[config.mk]
export PLATFORM = sky130hd
export DESIGN_NAME = csa_accum_sequencer
export DESIGN_NICKNAME = d
export VERILOG_FILES = /design/src/rtl/csa_accum_sequencer.sv
export SDC_FILE = /design/constraint.sdc
export NUM_CORES = 1
export LEC_CHECK = 0
export ABC_AREA = 1
export ABC_CLOCK_PERIOD_IN_PS = 4300
export BUFFER_PORTS_ARGS = -buffer_cell sky130_fd_sc_hd__buf_2
export CORE_UTILIZATION = 35
export CTS_BUF_LIST = sky130_fd_sc_hd__clkbuf_16
export CTS_CLUSTER_SIZE = 10
export DETAILED_ROUTE_END_ITERATION = 8
export HOLD_SLACK_MARGIN = 0.08
export REMOVE_ABC_BUFFERS = 1
export SYNTH_ARGS = -nofsm -noshare
export SYNTH_HDL_FRONTEND = slang
export SYNTH_SLANG_ARGS = --single-unit
[constraint.sdc]
create_clock -name clk -period 4.3 [get_ports clk]
set_input_delay 0 -clock clk [delete_from_list [all_inputs] [get_ports clk]]
set_output_delay 0 -clock clk [all_outputs]
set_load 0.02 [all_outputs]
[src/rtl/csa_accum_sequencer.sv]
// rtl/csa_accum_sequencer.sv - carry-save multi-operand accumulator with one-cycle resolve
module csa_accum_sequencer #(
   parameter int WIDTH   = 32,
   parameter int MAX_OPS = 16
) (
   input  logic             clk,
   input  logic             rst_n,
   input  logic             clr,
   input  logic             in_valid,
   output logic             in_ready,
   input  logic [WIDTH-1:0] in_data,
   input  logic             in_last,
   output logic             out_valid,
   input  logic             out_ready,
   output logic [WIDTH-1:0] out_sum,
   output logic             out_of,
   output logic             out_trunc,
   output logic [$clog2(MAX_OPS):0] out_count
);

   localparam int G  = $clog2(MAX_OPS);
   localparam int IW = WIDTH + G;
   localparam logic [G:0] MAX_C = MAX_OPS[G:0];

   typedef enum logic [1:0] {
      S_IDLE,
      S_ACCUM,
      S_RESOLVE,
      S_DONE
   } state_t;

   state_t          state_q, state_d;
   logic [IW-1:0]   sum_q, sum_d;
   logic [IW-1:0]   car_q, car_d;
   logic [G:0]      cnt_q, cnt_d;
   logic            last_q, last_d;
   logic            out_valid_q, out_valid_d;
   logic [WIDTH-1:0] out_sum_q, out_sum_d;
   logic            out_of_q, out_of_d;
   logic            out_trunc_q, out_trunc_d;
   logic [G:0]      out_count_q, out_count_d;

   logic            acc_en;
   logic [IW-1:0]   sum_base, car_base, x, fa_s, fa_c, total;
   logic [G:0]      cnt_inc;

   // rst_n is folded in so in_ready reads 0 while the block is held in reset
   assign in_ready = rst_n & ((state_q == S_IDLE) | (state_q == S_ACCUM)) & ~clr;
   assign acc_en   = in_valid & in_ready;

   assign out_valid = out_valid_q;
   assign out_sum   = out_sum_q;
   assign out_of    = out_of_q;
   assign out_trunc = out_trunc_q;
   assign out_count = out_count_q;

   // Full-adder row, resolve adder and next-state/output selection
   always_comb begin
      sum_base = (state_q == S_IDLE) ? '0 : sum_q;
      car_base = (state_q == S_IDLE) ? '0 : car_q;
      x        = {{G{in_data[WIDTH-1]}}, in_data};
      fa_s     = sum_base ^ car_base ^ x;
      fa_c     = (sum_base & car_base) | (sum_base & x) | (car_base & x);
      cnt_inc  = cnt_q + 1'b1;
      total    = sum_q + car_q;

      state_d     = state_q;
      sum_d       = sum_q;
      car_d       = car_q;
      cnt_d       = cnt_q;
      last_d      = last_q;
      out_valid_d = out_valid_q;
      out_sum_d   = out_sum_q;
      out_of_d    = out_of_q;
      out_trunc_d = out_trunc_q;
      out_count_d = out_count_q;

      if (clr) begin
         state_d     = S_IDLE;
         sum_d       = '0;
         car_d       = '0;
         cnt_d       = '0;
         out_valid_d = 1'b0;
      end else begin
         case (state_q)
            S_IDLE, S_ACCUM: begin
               if (acc_en) begin
                  sum_d  = fa_s;
                  // shifting drops the carry out of the top bit (mod 2^IW)
                  car_d  = fa_c << 1;
                  cnt_d  = cnt_inc;
                  last_d = in_last;
                  state_d = (in_last || cnt_inc == MAX_C) ? S_RESOLVE : S_ACCUM;
               end
            end
            S_RESOLVE: begin
               out_sum_d   = total[WIDTH-1:0];
               // fits in WIDTH only if all bits from the WIDTH-1 sign bit upward agree
               out_of_d    = ~((&total[IW-1:WIDTH-1]) | ~(|total[IW-1:WIDTH-1]));
               out_trunc_d = ~last_q;
               out_count_d = cnt_q;
               out_valid_d = 1'b1;
               state_d     = S_DONE;
            end
            S_DONE: begin
               if (out_ready) begin
                  state_d     = S_IDLE;
                  sum_d       = '0;
                  car_d       = '0;
                  cnt_d       = '0;
                  out_valid_d = 1'b0;
               end
            end
            default: state_d = S_IDLE;
         endcase
      end
   end

   // State, redundant accumulator and registered result outputs
   always_ff @(posedge clk or negedge rst_n) begin
      if (!rst_n) begin
         state_q     <= S_IDLE;
         sum_q       <= '0;
         car_q       <= '0;
         cnt_q       <= '0;
         last_q      <= 1'b0;
         out_valid_q <= 1'b0;
         out_sum_q   <= '0;
         out_of_q    <= 1'b0;
         out_trunc_q <= 1'b0;
         out_count_q <= '0;
      end else begin
         state_q     <= state_d;
         sum_q       <= sum_d;
         car_q       <= car_d;
         cnt_q       <= cnt_d;
         last_q      <= last_d;
         out_valid_q <= out_valid_d;
         out_sum_q   <= out_sum_d;
         out_of_q    <= out_of_d;
         out_trunc_q <= out_trunc_d;
         out_count_q <= out_count_d;
      end
   end

endmodule
Word level (Yosys, flattened, before mapping)

Cells that the tools add are included.
Widths: inputs -> output; s select.

Bits in registers: 120

Add/subtract/negate cells: 2
Equal/unequal tests: 6
Multiplexer cells: 21
Bitwise operators: 16
Reductions and logical operators: 12

Operators by type and width:

| kind                | number |
|---|---|
| $mux 36             | 7 |
| $pmux 36 s2         | 2 |
| $and 35x35->35      | 3 |
| $xor 36x36->36      | 2 |
| $or 35x35->35       | 2 |
| $add 36x36->36      | 1 |
| $mux 5              | 3 |
| $pmux 5 s2          | 1 |
| $mux 2              | 4 |
| $ne 3x3->1 const B  | 2 |
| $pmux 2 s3          | 1 |
| $reduce_and 2->1    | 3 |
| $reduce_and 3->1    | 2 |
| $reduce_bool 3->1   | 2 |
| $add 5x1->5 const B | 1 |
| $eq 5x5->1 const B  | 1 |
| $reduce_and 5->1    | 1 |
| $reduce_or 5->1     | 1 |
| $eq 2x2->1 const B  | 2 |
| $not 1->1           | 4 |
| $and 1x1->1         | 3 |
| $eq 2x1->1 const B  | 1 |
| $logic_not 2->1     | 1 |
| $mux 1              | 2 |
| 4 further kinds     | 5 |

Depth between registers and ports, before layout

Gate-level depths: netlist of run 1.

Word-level depth: 8
Mapped depth: 17

Worst setup path before layout of run 1

OpenSTA, ideal clock, no wires.

Path kind: register to register
Start point: register sum_q[1]
End point: register out_of_q (netlist: out_of)
Setup time: 118 ps
Arrival time: 1,914 ps
Data required time: 4,182 ps
Path slack: 2,269 ps
Stages on the path, launching flop included: 16
Buffers on the path: 0
Clock period less this slack: 2,031 ps
Cell sequence: dfrtp_1 -> ha_1 -> inv_1 -> fa_1 -> o21ai_2 -> nand2_1 -> nand2_2 -> nand2_1 -> nand2_2 -> nand2_2 -> nand3_1 -> nand2_1 -> nor2_1 -> nand3_1 -> nand3_1 -> nand2_1

Cells in the longest elaborated chain, start to end: 5
Elaborated cells between the ends (all ways): 6
Classes of those cells: add/sub (1); bitwise (3); reduce/logical (2)

Ends and longest elaborated chain:

| element                  | RTL line | RTL |
|---|---|---|
| start: declaration       | 33       | `logic [IW-1:0] sum_q, sum_d;` |
| start signal: assignment | 134      | `sum_q <= sum_d;` |
| $add 36x36->36 (*)       | 65       | `total = sum_q + car_q;` |
| $reduce_or 5->1          | 99       | `out_of_d = ~((&total[IW-1:WIDTH-1]) \| ~(\|total[IW-1:WIDTH-1]));` |
| $not 1->1                | 99       |  |
| $or 1x1->1 (*)           | 99       |  |
| $not 1->1 (*)            | 99       |  |
| end signal: assignment   | 140      | `out_of_q <= out_of_d;` |
| end: declaration         | 39       | `logic out_of_q, out_of_d;` |

Every way passes the cells marked *; elsewhere a longest branch is shown, timed or not.
A chain may end at the register's enable or synchronous reset.

Worst setup path in the final report of run 1

Start point: register state_q[1]
End point: register out_sum_q[20] (netlist: out_sum[20])

Cells in the longest elaborated chain, start to end: 2

Ends and longest elaborated chain:

| element                           | RTL line | RTL |
|---|---|---|
| start: declaration                | 32       | `state_t state_q, state_d;` |
| start signal: assignment          | 133      | `state_q <= state_d;` |
| $eq 2x2->1                        | 85       | `case (state_q)` |
| $reduce_and 2->1 (no source line) | n/a      |  |
| end signal: assignment            | 139      | `out_sum_q <= out_sum_d;` |
| end: declaration                  | 38       | `logic [WIDTH-1:0] out_sum_q, out_sum_d;` |

Every way passes these cells.

==> results.md, run 1 <==
* Die ar. at 0.0233 mm²
* Final Hold Fails at 0
* Delay-heaviest family, CP: buffers and inverters
* Vert. Die Dim at 153 µm
* Worst Skew at 0.0122 ns
* Async S/R FF share, synth at 1.00
* Top FF cell, synth: dfrtp_1
* CP most frequent cell: nand2_1
* Final HPWL DP at 13600 µm
* Largest area contributor in the netlist: dfrtp_1
* R2R Path Start: state_q[1]
* Starting Density at 0.360
* Max-cap viol count at 0
* Row Count at 54
* Final core occ at 0.433
* Crit-path cells: nand2_1 > nand2_1 > buf_4 > nor2_2 > inv_2 > o21ai_0
* Post-CTS Setup Inserts at 0
* Buffer and inverter count on the worst path at 2
* Failing checks: design-rule violations
* R2R Setup Slk at 1.80 ns
* Share of cells above drive strength 1 at 0.133
* Mean number of vias per cell at 4.79
* ANT nets after route at 0
* Final routed DRC violation total at 2
* Maximum root-to-sink buffer count at 2
* CTS HTree Levels at 4
* Initial antenna violation count at 0
* Seq cells post-synth at 119
* IO Count at 79
* Max-Slew Margin vs Limit at 0.283
* First-pass DRT Iterations at 9
* Total power at 0.00351 W
* M1 GR Usage at 0.252
* Fin crit period at 2.50 ns
* Syn avg cell area at 7.92 µm²
* Clock sinks at 119
* GR Layer Usage met3 at 0.0313
* Critical path class: flop to flop
* Worst hold margin at 0.0848 ns
* Crit start category: flop
* GR Layer Usage met2 at 0.279
* Sequential share of the synthesized area at 0.375
* RSZ-0062 raised after global routing: false
* Core Box Area at 0.0220 mm²
* FMAX at 401 MHz
* Clock latency at the later pin of the worst-skew pair at 0.43 ns
* Post-synth cell types at 44
* Post-Syn Instances at 1001
* CTS Buf Count at 17
* Die Wd at 153 µm
* CP max stage delay at 0.83 ns
* Worst hold path type: input port to asynchronous set/reset pin
* CTS root buffer: clkbuf_16
* Period utilization at 0.581
* Worst setup EP type: flop
* Placer Congestion at 0.902
* Placed cell area at 0.00854 mm²
* Vias in the first global route at 6645
* GRT busiest layer: met2
* Vias at 6714
* Grt total ovfl at 0
* Crit path max fanout at 73
* Clock-pin transition on the worst setup and hold timing paths at 0.07 ns
* Arrival time at the worst endpoint at 2.75 ns
* Pwr Density at 368 mW/mm²
* Synth-to-layout area growth at 20.3%
* Design area at 0.00954 mm²
* Worst reg2reg endpoint: out_sum[20]
* VDD IR max at 0.000257 V
* Routed WL per cell at 13.8 µm
* Status: complete, but fails checks
* GRT Util Overall at 0.178
* # port buffers at 78
* Top-area cell type share of the netlist area at 0.375
* Register area at 0.00298 mm²
* Worst R2R Path Depth at 6
* Slew Limit Fails at 0
* Post-synth EDFFs at 0
* Critical Path RT at 4.55 ns
* 1st-iter DRT viols at 355
* Cell Area, Synth at 0.00793 mm²
* Routed wire length at 19300 µm
* Warnings from Yosys at 0
* CTS tree: built
* Leakage at 4.62 nW
* CP max stage cell: inv_2
* Worst-Margin Slew at 1.07 ns
* Setup TNS Final at 0 ns
* Final setup vio count at 0
* First-pass GRT wire length at 33200 µm
* Largest net degree at the start of global routing at 109
* Final net count at 1218
* Fillers at 2214
* Multi-input logic area at 0.00436 mm²
* Dominant cells by area after synthesis: dfrtp_1, nand2_1, fa_1
* Ant. Diodes at 0
## placed cells by master, fill, tap and decap left out, types with 3 or more instances in the layout
cell type / count
buf_4: 5
xor2_1: 10
a21oi_2: 3
ha_1: 36
nor2_2: 3
nor2_1: 57
dfrtp_1: 119
nor3_1: 6
buf_2: 77
o21ai_0: 77
nand4_1: 5
o31ai_1: 30
nand2_4: 3
nand2_2: 8
nand2_1: 352
o31ai_2: 6
o21bai_1: 4
bufinv_16: 3
fa_1: 35
inv_1: 106
a21oi_1: 39
xnor2_1: 20
inv_6: 7
clkbuf_16: 17
nand3_1: 23
dlygate4sd3_1: 39
clkinv_4: 4
## flip-flops by register name, summed over array words and instances, names as in the netlist
signal,count
car_q,35
out_of,1
out_trunc,1
state_q,2
cnt_q,5
out_sum,32
out_valid,1
out_count,5
last_q,1
sum_q,36
## cell usage after synthesis (3+ instances only)
library cell,instances
nand2_1,352
dfrtp_1,119
inv_1,106
o21ai_0,77
nor2_1,57
a21oi_1,39
ha_1,36
fa_1,35
o31ai_1,30
nand3_1,23
xnor2_1,20
clkbuf_1,19
xor2_1,10
nand2_2,8
nor3_1,6
o31ai_2,6
buf_2,5
buf_6,5
nand4_1,5
o21bai_1,4
a21oi_2,3
nand2_4,3
nor2_2,3
## worst max-delay path by stage
stage | from | to | slack [ns] | cells after the start
after floorplan | state_q[1] | sum_q[14] | 1.63 | 5
after global placement | car_q[1] | out_of | 1.82 | 15
after detailed placement | state_q[1] | out_sum[4] | 1.75 | 6
after CTS | state_q[1] | out_sum[31] | 1.75 | 6
after global routing | state_q[1] | out_sum[17] | 1.49 | 6
final | state_q[1] | out_sum[20] | 1.80 | 6
## power by group
group          total (W)  internal (W)  switching, W
registers        0.00132       0.00123     0.0000890
clock network    0.00152      0.000925      0.000591
logic           0.000672      0.000229      0.000443
## per-stage QoR
stage / worst slack [ns] / std cells
finish: 1.80 / 1402
global route: 1.49 / 1402
CTS: 1.75 / 1402
detailed placement: 1.75 / 1331
global placement: 1.82 / 1331
floorplan: 1.63 / 969
## cells by family after synthesis
kind of cell               Yosys count  synth area share
muxes                                1           0.00142
xor gates and xnor gates            30            0.0331
DFF                                119             0.375
adders and majority gates           71             0.145
buffers and inverters              143            0.0743
and+or+nand+nor                    462             0.236
AOI/OAI and AO/OA                  175             0.135
## routing by layer
metal	vias to the layer above	routed length (µm)
li1	3428	-
met1	3134	9820
met2	136	8650
met3	16	652
met4	0	210
met5	-	0
## what timing repair did
action,4_1_cts,5_1_grt
gates resized for setup,0,0
hold buffers,39,0
endpoints found under the hold margin,100,0
## layout make-up
| type | count | area share |
|---|---|---|
| Multi-Input combinational cell | 739 | 0.457 |
| Sequential cell | 119 | 0.312 |
| Clock buffer | 17 | 0.0446 |
| Timing Repair Buffer | 121 | 0.0852 |
| Clock inverter | 15 | 0.0199 |
| Tap cell | 280 | 0.0367 |
| Inverter | 111 | 0.0442 |
Power figures use the tool's default switching activity.
==> inputs of run 2 (changes only) <==
- ABC_CLOCK_PERIOD_IN_PS: 4300 -> 2400
- clock period: 4.3 -> 2.4 ns (I/O delays scaled with it)
==> results.md, run 2 (same netlist as run 1, synthesis figures left out) <==
* Arrival time at the worst endpoint at 2.52 ns (-0.23 ns)
* Worst hold path type: input port to asynchronous set/reset pin
* RSZ-0062 raised after global routing: false
* CTS tree: built
* Status: complete, but fails checks
* Synth-to-layout area growth at 21.9%
* GRT Util Overall at 0.180 (+0.00224)
* Maximum root-to-sink buffer count at 2 (unchanged)
* CTS HTree Levels at 4 (unchanged)
* First-pass DRT Iterations at 8 (-1)
* Multi-input logic area at 0.00439 mm² (+0.60%)
* Final routed DRC violation total at 4 (+2)
* Placed cell area at 0.00863 mm² (+1.1%)
* Routed WL per cell at 13.9 µm (+1.1%)
* VDD IR max at 0.000371 V (+44%)
* Share of cells above drive strength 1 at 0.147 (+0.0137)
* Core Box Area at 0.0220 mm² (unchanged)
* ANT nets after route at 0 (unchanged)
* Pwr Density at 646 mW/mm² (+76%)
* Top reg by flops: sum_q
* Final net count at 1229 (+0.90%)
* First-pass GRT wire length at 33600 µm (+1.2%)
* Critical Path RT at 2.71 ns (-1.84 ns)
* Starting Density at 0.360 (unchanged)
* Final Hold Fails at 0 (unchanged)
* Crit path max fanout at 3 (-96%)
* 1st-iter DRT viols at 385 (+8.5%)
* Initial antenna violation count at 0 (unchanged)
* Max FFs per register at 36 (unchanged)
* Row Count at 54 (unchanged)
* Fin crit period at 2.20 ns (-0.292 ns)
* Worst Skew at 0.0111 ns (-0.00113 ns)
* Leakage at 4.68 nW (+1.3%)
* Commonest non-fill, non-tap cell in the layout: nand2_1
* Most frequent cells in the layout: nand2_1, dfrtp_1, inv_1, o21ai_0, buf_2
* Clock-pin transition on the worst setup and hold timing paths at 0.07 ns (about the same)
* Final setup vio count at 0 (unchanged)
* Design area at 0.00967 mm² (+1.3%)
* Vert. Die Dim at 153 µm (unchanged)
* Mean number of vias per cell at 4.78 (about the same)
* CP startpoint: car_q[1]
* Grt total ovfl at 0 (unchanged)
* Clock latency at the later pin of the worst-skew pair at 0.43 ns (about the same)
* Worst setup EP type: flop
* Setup ws final at 0.196 ns (-1.61 ns)
* Critical path class: flop to flop
* Final HPWL DP at 13900 µm (+2.2%)
* Die ar. at 0.0233 mm² (unchanged)
* Placer Congestion at 0.905 (+0.37%)
* Largest net degree at the start of global routing at 120 (+10%)
* Max-Slew Margin vs Limit at 0.232 (-0.0511)
* DP Worst Slack at 0.0560 ns (-1.69 ns)
* Die Wd at 153 µm (unchanged)
* Clock sinks at 119 (unchanged)
* Routed wire length at 19700 µm (+1.9%)
* Crit start category: flop
* Total power at 0.00625 W (+78%)
* CTS root buffer: clkbuf_16
* R2R Path Start: car_q[1]
* Setup TNS Final at 0 ns (unchanged)
* Ant. Diodes at 0 (unchanged)
* Slew Limit Fails at 0 (unchanged)
* Period utilization at 0.918 (+0.338)
* Register area at 0.00298 mm² (unchanged)
* CTS Buf Count at 17 (unchanged)
* Failing checks: design-rule violations
* Max-cap viol count at 0 (unchanged)
* Vias at 6761 (+0.70%)
* FMAX at 454 MHz (+13%)
* Fillers at 2218 (+0.18%)
* IO Count at 79 (unchanged)
* Vias in the first global route at 6741 (+1.4%)
* # port buffers at 78 (unchanged)
* Worst-Margin Slew at 1.15 ns (+0.0765 ns)
run 2: changes by cell type in the layout (fill, tap and decap cells not counted), moves of 3 or more:
cell,before,now
a21oi_2,3,8
buf_4,5,12
buf_12,0,3
a21oi_1,39,34
run 2: worst max-delay path: stages (launching register included):
cell and delay (ns):
dfrtp_1 0.37, ha_2 0.20, inv_1 0.05, fa_2 0.37, inv_1 0.10, nand4_1 0.11
nand2_2 0.13, nand2_1 0.07, nand2_2 0.11, nand2_1 0.10, nand3_1 0.09, nand2_1 0.07
nor2_1 0.12, nand3_1 0.08, nand3_1 0.07, nand2_1 0.05
run 2: per-stage QoR:
| stage | utilization | hold WS (ns) | std cells |
|---|---|---|---|
| 2_1_floorplan | - | -0.296 | 969 |
| 3_3_place_gp | 0.392 | 0.262 | 1339 |
| 3_5_place_dp | 0.392 | 0.262 | 1339 |
| 4_1_cts | 0.437 | 0.366 | 1411 |
| 5_1_grt | 0.439 | 0.388 | 1413 |
| 6_report | 0.439 | 0.307 | 1413 |
run 2: final timing paths:
path	endpoint	slack, ns	cells after the start
setup / recovery	out_of	0.20	15
hold / removal	out_sum[22]	0.31	3
setup reg to reg	out_of	0.20	15
hold reg to reg	out_trunc	0.47	1
max in group asynchronous	car_q[34]	1.58	3
min in group clk	last_q	0.38	3
run 2: layer usage:
layer,wire (µm),up-vias,track usage
met5,0,-,0
met4,153,0,0.0385
met3,658,14,0.0381
met2,8890,112,0.289
met1,9990,3181,0.250
li1,-,3454,-
run 2: repair_timing:
action / 4_1_cts / 5_1_grt
setup buffers: 0 / 2
endpoints found under the setup margin: 0 / 5
resized for setup: 0 / 8
hold buffers: 40 / 0
endpoints found under the hold margin: 188 / 0
run 2: report_power, final:
part / total, W / switching (W) / internal (W) / leakage [nW]
sequential: 0.00236 / 0.000147 / 0.00221 / 1.62
combinational: 0.00126 / 0.000812 / 0.000446 / 2.77
clock: 0.00263 / 0.00108 / 0.00155 / 0.287
total: 0.00625 / 0.00204 / 0.00421 / 4.68
run 2: cell type report:
cell class / instances / share of cell area
Timing Repair Buffer: 132 / 0.0968
Sequential cell: 119 / 0.308
Clock inverter: 15 / 0.0173
Clock buffer: 17 / 0.0440
Tap cell: 280 / 0.0362
Multi-Input combinational cell: 739 / 0.454
Inverter: 111 / 0.0436
